[src/rtl/spi_pixel_rx.sv]
// spi_pixel_rx
// SPI slave receiver (mode 0, MSB first) that sits in front of the low-res
// line buffer. sclk, mosi and cs_n are oversampled in the CLK domain. Each
// accepted pixel comes out as a 9-bit word together with a stretched strobe.
//
// Ports:
//   CLK          in   system clock
//   reset        in   synchronous, active-high reset
//   sclk         in   SPI clock (asynchronous)
//   mosi         in   SPI data (asynchronous)
//   cs_n         in   SPI chip select, active low (asynchronous)
//   Data         out  {sof, pixel[7:0]}; valid from the rising edge of clk_SPI
//   clk_SPI      out  pixel strobe: one pulse per pixel
//   frame_err    out  sticky error flag; cleared by reset or a valid SOF header
//   pixel_count  out  pixels accepted since the last SOF; saturates at FRAME_PIXELS
module spi_pixel_rx #(
  parameter int          SYNC_STAGES  = 2,
  parameter int          STROBE_HIGH  = 2,
  parameter int          STROBE_GAP   = 2,
  parameter int          FRAME_PIXELS = 1200,
  parameter logic [7:0]  HDR_SOF      = 8'hA5,
  parameter logic [7:0]  HDR_CONT     = 8'h5A
) (
  input  logic        CLK,
  input  logic        reset,
  input  logic        sclk,
  input  logic        mosi,
  input  logic        cs_n,
  output logic [8:0]  Data,
  output logic        clk_SPI,
  output logic        frame_err,
  output logic [10:0] pixel_count
);

  localparam int CNT_MAX = (STROBE_HIGH > STROBE_GAP) ? STROBE_HIGH : STROBE_GAP;
  localparam int CNT_W   = $clog2(CNT_MAX + 1);
  localparam logic [CNT_W-1:0] GAP_C       = CNT_W'(STROBE_GAP);
  localparam logic [CNT_W-1:0] HIGH_LAST_C = CNT_W'(STROBE_HIGH - 1);
  localparam logic [10:0]      FRAME_C     = 11'(FRAME_PIXELS);

  typedef enum logic [1:0] {
    RX_IDLE = 2'd0,
    RX_HDR  = 2'd1,
    RX_PIX  = 2'd2,
    RX_DROP = 2'd3
  } rx_state_t;

  typedef enum logic [1:0] {
    ST_LOW   = 2'd0,
    ST_SETUP = 2'd1,
    ST_HIGH  = 2'd2
  } st_state_t;

  // Synchroniser chains; the last stage is the usable, metastability-free copy.
  logic [SYNC_STAGES-1:0] sclk_sync_r;
  logic [SYNC_STAGES-1:0] mosi_sync_r;
  logic [SYNC_STAGES-1:0] cs_sync_r;
  logic                   sclk_prev_r;

  logic sclk_s;
  logic mosi_s;
  logic cs_s;
  logic sclk_rise_s;

  // Receive state.
  rx_state_t   rx_state_r, rx_nx_s;
  logic [2:0]  bit_cnt_r, bit_cnt_nx_s;
  logic [6:0]  shift_r, shift_nx_s;
  logic        sof_pending_r, sof_pending_nx_s;
  logic        sof_seen_r, sof_seen_nx_s;
  logic [10:0] pixel_count_nx_s;
  logic        frame_err_nx_s;
  logic        hold_full_r, hold_full_nx_s;
  logic [8:0]  hold_data_r, hold_data_nx_s;
  logic [7:0]  byte_s;

  // Strobe state.
  st_state_t        st_r, st_nx_s;
  logic [CNT_W-1:0] st_cnt_r, st_cnt_nx_s;
  logic             drain_s;

  assign sclk_s      = sclk_sync_r[SYNC_STAGES-1];
  assign mosi_s      = mosi_sync_r[SYNC_STAGES-1];
  assign cs_s        = cs_sync_r[SYNC_STAGES-1];
  assign sclk_rise_s = sclk_s & ~sclk_prev_r;
  // Byte as it would stand once the current synced mosi bit is shifted in.
  assign byte_s      = {shift_r, mosi_s};

  // Synchronise the SPI inputs and keep sclk history for edge detection.
  always_ff @(posedge CLK) begin
    if (reset) begin
      sclk_sync_r <= {SYNC_STAGES{1'b0}};
      mosi_sync_r <= {SYNC_STAGES{1'b0}};
      cs_sync_r   <= {SYNC_STAGES{1'b1}};
      sclk_prev_r <= 1'b0;
    end else begin
      sclk_sync_r <= {sclk_sync_r[SYNC_STAGES-2:0], sclk};
      mosi_sync_r <= {mosi_sync_r[SYNC_STAGES-2:0], mosi};
      cs_sync_r   <= {cs_sync_r[SYNC_STAGES-2:0], cs_n};
      sclk_prev_r <= sclk_s;
    end
  end

  // Strobe machine: LOW waits for a full holding register and a rested gap,
  // SETUP presents Data one cycle ahead of the rise, HIGH stretches the pulse.
  always_comb begin
    st_nx_s     = st_r;
    st_cnt_nx_s = st_cnt_r;
    drain_s     = 1'b0;
    case (st_r)
      ST_LOW: begin
        if (hold_full_r && (st_cnt_r >= GAP_C)) begin
          st_nx_s     = ST_SETUP;
          st_cnt_nx_s = {CNT_W{1'b0}};
          drain_s     = 1'b1;
        end else if (st_cnt_r < GAP_C) begin
          st_cnt_nx_s = st_cnt_r + CNT_W'(1);
        end else begin
          st_cnt_nx_s = st_cnt_r;
        end
      end
      ST_SETUP: begin
        st_nx_s     = ST_HIGH;
        st_cnt_nx_s = {CNT_W{1'b0}};
      end
      ST_HIGH: begin
        if (st_cnt_r == HIGH_LAST_C) begin
          st_nx_s     = ST_LOW;
          st_cnt_nx_s = {CNT_W{1'b0}};
        end else begin
          st_cnt_nx_s = st_cnt_r + CNT_W'(1);
        end
      end
      default: begin
        st_nx_s     = ST_LOW;
        st_cnt_nx_s = GAP_C;
      end
    endcase
  end

  // Receive machine: bit assembly, header decode, pixel acceptance and the
  // holding register load. cs_n high wins over a byte completing together.
  always_comb begin
    rx_nx_s          = rx_state_r;
    bit_cnt_nx_s     = bit_cnt_r;
    shift_nx_s       = shift_r;
    sof_pending_nx_s = sof_pending_r;
    sof_seen_nx_s    = sof_seen_r;
    pixel_count_nx_s = pixel_count;
    frame_err_nx_s   = frame_err;
    hold_data_nx_s   = hold_data_r;
    // A drain this cycle frees the register; a load below may refill it.
    if (drain_s) begin
      hold_full_nx_s = 1'b0;
    end else begin
      hold_full_nx_s = hold_full_r;
    end

    if (cs_s) begin
      rx_nx_s      = RX_IDLE;
      bit_cnt_nx_s = 3'd0;
    end else begin
      case (rx_state_r)
        RX_IDLE: begin
          rx_nx_s      = RX_HDR;
          bit_cnt_nx_s = 3'd0;
        end
        RX_HDR, RX_PIX: begin
          if (sclk_rise_s) begin
            shift_nx_s   = byte_s[6:0];
            bit_cnt_nx_s = bit_cnt_r + 3'd1;
            if (bit_cnt_r == 3'd7) begin
              if (rx_state_r == RX_HDR) begin
                if (byte_s == HDR_SOF) begin
                  sof_pending_nx_s = 1'b1;
                  sof_seen_nx_s    = 1'b1;
                  pixel_count_nx_s = 11'd0;
                  frame_err_nx_s   = 1'b0;
                  rx_nx_s          = RX_PIX;
                end else if ((byte_s == HDR_CONT) && sof_seen_r) begin
                  rx_nx_s = RX_PIX;
                end else begin
                  frame_err_nx_s = 1'b1;
                  rx_nx_s        = RX_DROP;
                end
              end else if (pixel_count < FRAME_C) begin
                // Accepted from SPI; counted even if the overrun drops it.
                pixel_count_nx_s = pixel_count + 11'd1;
                if (hold_full_r && !drain_s) begin
                  frame_err_nx_s = 1'b1;
                end else begin
                  hold_full_nx_s   = 1'b1;
                  hold_data_nx_s   = {sof_pending_r, byte_s};
                  sof_pending_nx_s = 1'b0;
                end
              end else begin
                frame_err_nx_s = 1'b1;
              end
            end else begin
              rx_nx_s = rx_state_r;
            end
          end else begin
            rx_nx_s = rx_state_r;
          end
        end
        RX_DROP: begin
          rx_nx_s = RX_DROP;
        end
        default: begin
          rx_nx_s      = RX_IDLE;
          bit_cnt_nx_s = 3'd0;
        end
      endcase
    end
  end

  // State and output registers; Data changes only on entry to SETUP.
  always_ff @(posedge CLK) begin
    if (reset) begin
      rx_state_r    <= RX_IDLE;
      bit_cnt_r     <= 3'd0;
      shift_r       <= 7'd0;
      sof_pending_r <= 1'b0;
      sof_seen_r    <= 1'b0;
      pixel_count   <= 11'd0;
      frame_err     <= 1'b0;
      hold_full_r   <= 1'b0;
      hold_data_r   <= 9'd0;
      st_r          <= ST_LOW;
      st_cnt_r      <= GAP_C;
      Data          <= 9'd0;
      clk_SPI       <= 1'b0;
    end else begin
      rx_state_r    <= rx_nx_s;
      bit_cnt_r     <= bit_cnt_nx_s;
      shift_r       <= shift_nx_s;
      sof_pending_r <= sof_pending_nx_s;
      sof_seen_r    <= sof_seen_nx_s;
      pixel_count   <= pixel_count_nx_s;
      frame_err     <= frame_err_nx_s;
      hold_full_r   <= hold_full_nx_s;
      hold_data_r   <= hold_data_nx_s;
      st_r          <= st_nx_s;
      st_cnt_r      <= st_cnt_nx_s;
      if (drain_s) begin
        Data <= hold_data_r;
      end
      clk_SPI <= (st_nx_s == ST_HIGH);
    end
  end

endmodule

[config.mk]
export PLATFORM = sky130hd
export DESIGN_NAME = spi_pixel_rx
export DESIGN_NICKNAME = d
export VERILOG_FILES = /design/src/rtl/spi_pixel_rx.sv
export SDC_FILE = /design/constraint.sdc
export NUM_CORES = 1
export LEC_CHECK = 0
export ABC_AREA = 1
export BUFFER_PORTS_ARGS = -buffer_cell sky130_fd_sc_hd__buf_2
export CORE_MARGIN = 5
export CORE_UTILIZATION = 35
export CTS_CLUSTER_SIZE = 10
export DETAILED_ROUTE_END_ITERATION = 10
export GPL_ROUTABILITY_DRIVEN = 0
export PLACE_DENSITY = 0.6
export SLEW_MARGIN = 10
export SYNTH_ARGS = -nofsm -noshare
export SYNTH_HDL_FRONTEND = slang
export SYNTH_SLANG_ARGS = --single-unit
[constraint.sdc]
create_clock -name CLK -period 4.1 [get_ports CLK]
set_input_delay 0.205 -clock CLK [delete_from_list [all_inputs] [get_ports CLK]]
set_output_delay 0.205 -clock CLK [all_outputs]
set_load 0.005 [all_outputs]
==> impl_metrics.tcl, run 1 <==
set metrics [dict create \
    status "complete, no violations" \
    rsz0062_at_grt "false" \
    drcViolationCount 0 \
    final_cell_mix "nand2_1 (68), dfxtp_1 (57), nor2_1 (47), inv_1 (32), a21oi_1 (31)" \
    internal-power_mw 0.799 \
    synth_cells 350 \
    antenna_left 0 \
    drive_gt1_share_pct 20.4 \
    final.setup.tns_ps 0 \
    fin_crit_ps 2270 \
    routed_via_density 4.50 \
    start_util_pct 36.1 \
    ys_warn_count 0 \
    core_area_mm2 0.00725 \
    dp_hpwl_um 3690 \
    syn_to_final_growth_pct 14.6 \
    cts.clk_slew.worst_paths_ps 70 \
    swShare_pct 24.1 \
    r2r_end "hold_data_r[3]$_SDFFE_PP0P_" \
    layout_commonest_cell "nand2_1" \
    syn_avg_cell_area_um2 7.49 \
    htreeDepth 3 \
    drt_iter0_markers 68 \
    hold_viol_final 0 \
    clk_latency_ps 340 \
    cts_buffers 9 \
    switchingPower_mw 0.253 \
    yosysSeqAreaShare_pct 43.6 \
    rrSetupSlack_ps 1830 \
    whs_ps 56.9 \
    pin_count 27 \
    p_seq_share_pct 53.1 \
    worst_clock_skew_ps 9.83 \
    drv_slew 0 \
    die-area_mm2 0.00932 \
    routedWlPerCell_um 10.8 \
    tightest_slew_ps 699 \
    worstReg2RegStart "rx_state_r[0]$_SDFFE_PP0P_" \
    clockPowerShare_pct 44.6 \
    cts_tree "yes" \
    syn_nets 365 \
    cts_hold_buf 0 \
    hp-class "input port to flop" \
    placementRows 31 \
    synth_cell_types 31 \
    io_buffers 26 \
    grt_max_degree 34 \
    track_usage_pct 12.6 \
    grt_pass1_wl_um 9230 \
    crit_start "rx_state_r[0]$_SDFFE_PP0P_" \
    peakVddDrop_mv 0.199 \
    cts_buffer_depth 2 \
    num_antenna_cells 0 \
    grt_pass1_vias 2124 \
    place_ws_ps 1830 \
    cp-end-kind "flop" \
    dieWidth_um 96.5 \
    grt.overflow.total 0 \
    dieHeight_um 96.5 \
    required_ps 4290 \
    slew-limit-headroom_pct 53.4 \
    synth-seq-cells 57 \
    cts_resized 0 \
    cellPowerDensity_mw_per_mm2 351 \
    dr_total_vias 2169 \
    critPathKind "flop to flop" \
    post-route-period-util_pct 55.3 \
    crit_fanout 11 \
    fmax_mhz 441 \
    routed_wl_um 5220 \
    final.fill_count 788 \
    root_buffer "clkbuf_8" \
    startpoint_type "flop" \
    firstDrtPassIters 4 \
    holdPathStages 2 \
    arrival_ps 2460 \
    postCtsSetupBuffers 0 \
    crit_end "hold_data_r[3]$_SDFFE_PP0P_" \
    rr_worst_depth 9 \
    antenna_found_initial 0 \
    power_frac_comb_pct 2.3 \
    fin_ws_ps 1830 \
    nNetsFinal 393 \
    setup_viol 0 \
    leakage_nw 1.31 \
    mappedNetlistArea_mm2 0.00262 \
    clock_sinks 57 \
    drv_cap 0 \
]
-- power by group through the flow --
stage	registers [mW]	clock network (mW)	logic [mW]
after floorplan	0.571	0	0.0197
after global placement	0.571	0	0.0245
after detailed placement	0.571	0	0.0248
after CTS	0.558	0.488	0.0249
after global routing	0.559	0.511	0.0279
final	0.558	0.470	0.0244
-- stage by stage --
stage	utilization, %	total power, mW	std cells	instance area [um2]
2_1_floorplan	-	0.590	350	2620
3_3_place_gp	38.9	0.596	466	2820
3_5_place_dp	38.9	0.596	466	2820
4_1_cts	41.4	1.07	482	3000
5_1_grt	41.4	1.10	482	3000
6_report	41.4	1.05	482	3000
-- final cells by class --
class                      count  area (um2)  area share (%)
multi-input combinational    246        1280            42.7
sequential                    57        1140            38.0
inverter                      38         144            4.79
clock buffer                  10         138            4.59
timing repair buffer          26         130            4.34
tap                           99         124            4.13
clock inverter                 6        42.5            1.42
-- logic make-up after synthesis --
logic type | share of synthesized area (%)
compound gates | 13.9
xor+xnor | 1.00
fa+ha+maj | 4.78
buf+inv | 7.50
flops | 43.6
simple gates | 29.3
-- layer usage --
layer  GRT usage (%)  part of all wire (%)  up-vias
li1                -                     -     1181
met1            15.3                    49      949
met2            21.0                    45       28
met3            3.72                   3.7       11
met4            4.91                   1.9        0
met5               0                     0        -
-- cell usage after synthesis, drive strengths merged --
cell / instances / area [um2]
ha: 10 / 125
nor3: 4 / 20.0
o2111ai: 1 / 8.76
a21oi: 39 / 225
nand4: 2 / 12.5
nor2: 51 / 220
xor2: 3 / 26.3
nand2: 81 / 347
o31ai: 1 / 7.51
inv: 37 / 139
clkbuf: 4 / 15.0
clkinv: 1 / 5.00
nor3b: 1 / 7.51
o21ai: 23 / 115
buf: 5 / 37.5
nand3: 25 / 135
or2: 4 / 25.0
o21bai: 1 / 7.51
dfxtp: 57 / 1140
-- sequential cells by signal (all words and copies together) (netlist names), 3 cells and up --
name         flops
Data             9
bit_cnt_r        3
hold_data_r      9
pixel_count     11
shift_r          7
-- worst min-delay path by stage --
stage,start,to
CTS,cs_n,cs_sync_r[0]$_SDFF_PP1_
global placement,cs_n,cs_sync_r[0]$_SDFF_PP1_
detailed placement,cs_sync_r[0]$_SDFF_PP1_,cs_sync_r[1]$_SDFF_PP1_
floorplan,cs_n,cs_sync_r[0]$_SDFF_PP1_
finish,cs_n,cs_sync_r[0]$_SDFF_PP1_
global route,cs_n,cs_sync_r[0]$_SDFF_PP1_
-- critical path: stages, from the launching register on --
cell and delay [ps]:
dfxtp_1 370, inv_1 90, ha_1 340, inv_2 80, nor2_8 130, nand3_2 100
nor2_1 460, nand2_1 340, nand2_1 140, a21oi_1 70
Note: power is estimated with default switching activity, not from simulation.
==> run 2, diff against run 1 <==
--- a/config.mk
+++ b/config.mk
@@ -12,7 +12,7 @@
 export CTS_CLUSTER_SIZE = 10
 export DETAILED_ROUTE_END_ITERATION = 10
 export GPL_ROUTABILITY_DRIVEN = 0
-export PLACE_DENSITY = 0.6
+export PLACE_DENSITY = 0.62
 export SLEW_MARGIN = 10
 export SYNTH_ARGS = -nofsm -noshare
 export SYNTH_HDL_FRONTEND = slang
==> constraint.sdc (replaced) <==
create_clock -name CLK -period 1.9 [get_ports CLK]
set_input_delay 0.095 -clock CLK [delete_from_list [all_inputs] [get_ports CLK]]
set_output_delay 0.095 -clock CLK [all_outputs]
set_load 0.005 [all_outputs]
==> run 2 against run 1 <==
Against the previous run:
- sequential share of layout area shrank 1.8 points
- sequential power grew 120%
- clock power grew to 2.7 times the previous value
- critical path depth grew 2
- clock skew shrank 4.5 ps
- critical path type unchanged
- clock-buffer cell count grew 1
- via count grew 4.6%
- flip-flop and latch count is the same
- routed wire length grew 2.7%
- utilization grew 2.2 points
==> impl_metrics.tcl, run 2 (synthesized netlist as in run 1, its figures left out) <==
set metrics [dict create \
    largest_reg_flops 11 \
    worstPathCellList "inv_1, ha_4, inv_2, nor2_8, nand3_2, clkinv_2, nand2_4, nor2_4, buf_4, nand2_2, a21oi_2" \
    worst-path-buf-inv 4 \
    cp-end-kind "flop" \
    rrSetupSlack_ps 170 \
    reg.largest.list "pixel_count x11, Data x9, hold_data_r x9" \
    seqCellArea_mm2 0.00114 \
    dr_total_vias 2268 \
    slew-limit-headroom_pct 63.7 \
    arrival_ps 1990 \
    root_buffer "clkbuf_8" \
    worstSetupPathDepth 11 \
    top_register "pixel_count" \
    cellPowerDensity_mw_per_mm2 804 \
    num_antenna_cells 0 \
    slowest_delay_ps 350 \
    routed_via_density 4.62 \
    start_util_pct 36.1 \
    core_area_mm2 0.00725 \
    syn_to_final_growth_pct 20.5 \
    layout_commonest_cell "nand2_1" \
    dp_hpwl_um 3960 \
    hp-class "input port to flop" \
    cts.clk_slew.worst_paths_ps 60 \
    setup_viol 0 \
    final.fill_count 758 \
    placementRows 31 \
    rr_worst_depth 11 \
    crit_family "simple AND/OR/NAND/NOR gates" \
    drive_gt1_share_pct 22.7 \
    die-area_mm2 0.00932 \
    nNetsFinal 402 \
    antenna_left 0 \
    rsz0062_at_grt "false" \
    holdPathStages 2 \
    cts_buffers 9 \
    firstDrtPassIters 4 \
    peakVddDrop_mv 0.291 \
    fin_crit_ps 1730 \
    fin_ws_ps 174 \
    routed_wl_um 5360 \
    post-route-period-util_pct 90.9 \
    drt_iter0_markers 80 \
    dieHeight_um 96.5 \
    leakage_nw 1.39 \
    track_usage_pct 12.8 \
    fmax_mhz 579 \
    antenna_found_initial 0 \
    grt.overflow.total 0 \
    worst_clock_skew_ps 5.30 \
    crit_fanout 6 \
    multi_input_area_mm2 0.00130 \
    pin_count 27 \
    drcViolationCount 0 \
    final_cell_mix "nand2_1 (67), dfxtp_1 (55), nor2_1 (46), inv_1 (32), a21oi_1 (31)" \
    io_buffers 26 \
    routedWlPerCell_um 10.9 \
    tightest_slew_ps 543 \
    startpoint_type "flop" \
    final_cell_area_mm2 0.00316 \
    whs_ps 151 \
    htreeDepth 3 \
    hold_viol_final 0 \
    cts_tree "yes" \
    final.setup.tns_ps 0 \
    slowest_stage "dfxtp_2" \
    grt_pass1_wl_um 9290 \
    dieWidth_um 96.5 \
    clock_sinks 57 \
    stdcell_count 491 \
    status "complete, no violations" \
    place_ws_ps 73.8 \
    drv_cap 0 \
    clk_latency_ps 330 \
    required_ps 2160 \
    drv_slew 0 \
    critPathKind "flop to flop" \
    placed_cell_area_mm2 0.00287 \
    dpl.cell_count 471 \
    grt_pass1_vias 2112 \
    cts_buffer_depth 2 \
    grt_max_degree 19 \
]
## run 2: cell count changes in the layout (fill, tap and decap cells not counted), moves of 2 or more
cell           delta
buf_4             +5
dlygate4sd3_1     +3
bufinv_16         +2
dfxtp_1           -2
dfxtp_2           +2
## run 2: where the power goes
group | total (mW) | internal (mW) | switching (mW)
Clock | 1.27 | 0.805 | 0.465
Sequential | 1.21 | 1.20 | 0.00388
Combinational | 0.0619 | 0.0207 | 0.0412
## run 2: worst paths after layout
path | from | end
setup / recovery | rx_state_r[1]$_SDFFE_PP0P_ | pixel_count[3]$_SDFFE_PP0P_
hold / removal | reset | mosi_sync_r[0]$_SDFF_PP0_
setup reg to reg | rx_state_r[1]$_SDFFE_PP0P_ | pixel_count[3]$_SDFFE_PP0P_
hold reg to reg | sclk_sync_r[0]$_SDFF_PP0_ | sclk_sync_r[1]$_SDFF_PP0_
## run 2: layout make-up
cell class	instances	area share (%)
inverter	38	4.56
clock buffer	11	4.79
sequential	57	36.2
timing repair buffer	35	6.89
tap	99	3.92
multi-input combinational	246	41.2
clock inverter	5	2.46
## run 2: stage by stage
stage | util (%) | total power, mW
2_1_floorplan | - | 1.27
3_3_place_gp | 39.6 | 1.29
3_5_place_dp | 39.6 | 1.29
5_1_grt | 43.5 | 2.63
6_report | 43.5 | 2.54
4_1_cts | 43.2 | 2.57
## run 2: worst register-to-register path, delay by kind of cell (launching register included)
family                     cells  cell delay (ps)
DFF                            1              350
buffers and inverters          4              420
and+or+nand+nor                5              510
AOI/OAI and AO/OA              1              110
adders and majority gates      1              290
## run 2: per-layer routing
layer | GRT usage (%) | wire length, um | up-vias
met3 | 2.40 | 203 | 10
met4 | 7.71 | 130 | 0
met5 | 0 | 0 | -
met2 | 20.7 | 2380 | 35
met1 | 15.9 | 2650 | 1024
li1 | - | - | 1199
## run 2: repair_timing
action                                  in CTS  in global routing
resized for setup                            0                  5
buffers inserted                             0                  1
endpoints found under the hold margin        3                  0
endpoints found under the setup margin       0                 18
hold buffers                                 3                  0
==> run 3, diff against run 2 <==
--- a/config.mk
+++ b/config.mk
@@ -8,11 +8,11 @@
 export ABC_AREA = 1
 export BUFFER_PORTS_ARGS = -buffer_cell sky130_fd_sc_hd__buf_2
 export CORE_MARGIN = 5
-export CORE_UTILIZATION = 35
+export CORE_UTILIZATION = 40
 export CTS_CLUSTER_SIZE = 10
 export DETAILED_ROUTE_END_ITERATION = 10
 export GPL_ROUTABILITY_DRIVEN = 0
-export PLACE_DENSITY = 0.62
+export PLACE_DENSITY = 0.68
 export SLEW_MARGIN = 10
 export SYNTH_ARGS = -nofsm -noshare
 export SYNTH_HDL_FRONTEND = slang
==> run 3 against run 2 <==
Against the previous run:
- worst hold slack better by 21 ps
- combinational power up 1%
- critical path depth unchanged
- sequential share of layout area up 0.22 points
- clock power about the same
- routed wire length down 4.4%
- critical path type unchanged
- critical endpoint is now pixel_count[9]$_SDFFE_PP0P_
- largest power group unchanged
==> impl_metrics.tcl, run 3 (synthesized netlist as in run 1, its figures left out) <==
set metrics [dict create \
    whs_ps 173 \
    clock_sinks 57 \
    largest_reg_flops 11 \
    worstPathCellList "inv_2, ha_4, inv_2, nor2_8, nand3_2, clkinv_2, nand2_4, nor2_4, buf_12, nand2_2, a21oi_2" \
    final_cell_mix "nand2_1 (67), dfxtp_1 (56), nor2_1 (46), inv_1 (31), a21oi_1 (31)" \
    antenna_found_initial 0 \
    fmax_mhz 566 \
    busiest_layer "met2" \
    cp-end-kind "flop" \
    top_register "pixel_count" \
    placementRows 29 \
    rsz0062_at_grt "false" \
    r2r_end "pixel_count[9]$_SDFFE_PP0P_" \
    crit_fanout 6 \
    grt.overflow.total 0 \
    rr_worst_depth 11 \
    grt.met2_usage_pct 19.1 \
    routedWlPerCell_um 10.9 \
    swShare_pct 21.3 \
    arrival_ps 2030 \
    hold_viol_final 0 \
    nNetsFinal 403 \
    final_util_pct 49.4 \
    fin_crit_ps 1770 \
    cts_buffers 9 \
    dp_hpwl_um 3660 \
    cts_tree "yes" \
    dpl.cell_count 449 \
    final_cell_area_mm2 0.00314 \
    peakVddDrop_mv 0.508 \
    cts_buffer_depth 2 \
    slowest_delay_ps 380 \
    hp-class "input port to flop" \
    cellPowerDensity_mw_per_mm2 811 \
    htreeDepth 3 \
    internal-power_mw 2.00 \
    placed_cell_area_mm2 0.00284 \
    holdPathStages 2 \
    reg.largest.list "pixel_count x11, Data x9, hold_data_r x9" \
    setup_viol 0 \
    worstReg2RegStart "rx_state_r[0]$_SDFFE_PP0P_" \
    dr_total_vias 2234 \
    drcViolationCount 0 \
    startpoint_type "flop" \
    drt_iter0_markers 120 \
    num_antenna_cells 0 \
    power_frac_comb_pct 2.5 \
    p_seq_share_pct 47.4 \
    clockPowerShare_pct 50.1 \
    dieHeight_um 90.9 \
    final.fill_count 608 \
    cts.clk_slew.worst_paths_ps 70 \
    worstHoldEndpoint "st_r[0]$_SDFF_PP0_" \
    io_buffers 26 \
    drv_cap 0 \
    firstDrtPassIters 4 \
    track_usage_pct 13.3 \
    required_ps 2170 \
    leakage_nw 1.39 \
    tightest_slew_ps 549 \
    crit_start "rx_state_r[0]$_SDFFE_PP0P_" \
    antenna_left 0 \
    core_area_mm2 0.00635 \
    routed_via_density 4.75 \
    final.setup.tns_ps 0 \
    grt_use_met3_pct 5.04 \
    grt_use_met1_pct 17.5 \
    clk_latency_ps 340 \
    stdcell_count 470 \
    critPathKind "flop to flop" \
    grt_max_degree 22 \
    pin_count 27 \
    fin_ws_ps 134 \
    worst_clock_skew_ps 11.8 \
    dieWidth_um 90.9 \
    die-area_mm2 0.00827 \
    grt_pass1_wl_um 9060 \
    rrSetupSlack_ps 130 \
    start_util_pct 41.3 \
    post-route-period-util_pct 93.0 \
    grt_pass1_vias 2026 \
    root_buffer "clkbuf_8" \
    drive_gt1_share_pct 22.9 \
    slew-limit-headroom_pct 63.3 \
    switchingPower_mw 0.543 \
    path_common_cell "inv_2" \
    drv_slew 0 \
    layout_commonest_cell "nand2_1" \
    routed_wl_um 5130 \
    syn_to_final_growth_pct 19.7 \
    hold_start "reset" \
    p_total_mw 2.54 \
    place_ws_ps 15.5 \
    status "complete, no violations" \
    slowest_stage "dfxtp_1" \
]
run 3: cell types whose count changed in the layout (fill, tap and decap cells not counted), sizes merged:
cell	change
buf	+1
clkbuf	-1
inv	+1
run 3: final cells by class:
type,count,area (um2),area share (%)
multi-input cells,246,1300,41.5
inverters,38,144,4.59
flip-flops and latches,57,1140,36.4
repair buffers,36,225,7.18
well taps,77,96.3,3.07
clock inverters,6,90.1,2.87
clock buffers,10,138,4.39
run 3: worst max-delay path by stage:
stage,slack (ps),end
after floorplan,280,pixel_count[1]$_SDFFE_PP0P_
after global placement,110,hold_data_r[4]$_SDFFE_PP0P_
after detailed placement,20,hold_data_r[0]$_SDFFE_PP0P_
after CTS,0.5,hold_data_r[0]$_SDFFE_PP0P_
after global routing,9,Data[8]$_SDFFE_PP0P_
final,130,pixel_count[9]$_SDFFE_PP0P_
run 3: timing repair:
action | CTS | global route
hold endpoints to repair | 3 | 0
hold buffers | 3 | 0
resized for setup | 0 | 5
endpoints found under the setup margin | 0 | 17
buffers inserted | 0 | 2
run 3: layer usage:
metal  wire length (um)  vias to the layer above  share of wire, %
li1                   -                     1202                 -
met1               2590                      988                50
met2               2230                       39                43
met3                242                        5               4.7
met4                 68                        0               1.3
met5                  0                        -                 0
run 3: critical path: cells and delay by family (launching register included):
kind / cells / cell delay [ps]
DFF: 1 / 380
AOI/OAI and AO/OA: 1 / 100
and+or+nand+nor: 5 / 530
adders and majority gates: 1 / 280
buffers and inverters: 4 / 400
run 3: power by group through the flow:
stage | sequential [mW] | combinational [mW] | clock, mW
2_1_floorplan | 1.23 | 0.0425 | 0
3_3_place_gp | 1.23 | 0.0559 | 0
3_5_place_dp | 1.23 | 0.0565 | 0
4_1_cts | 1.20 | 0.0611 | 1.32
5_1_grt | 1.21 | 0.0716 | 1.38
6_report | 1.21 | 0.0625 | 1.27
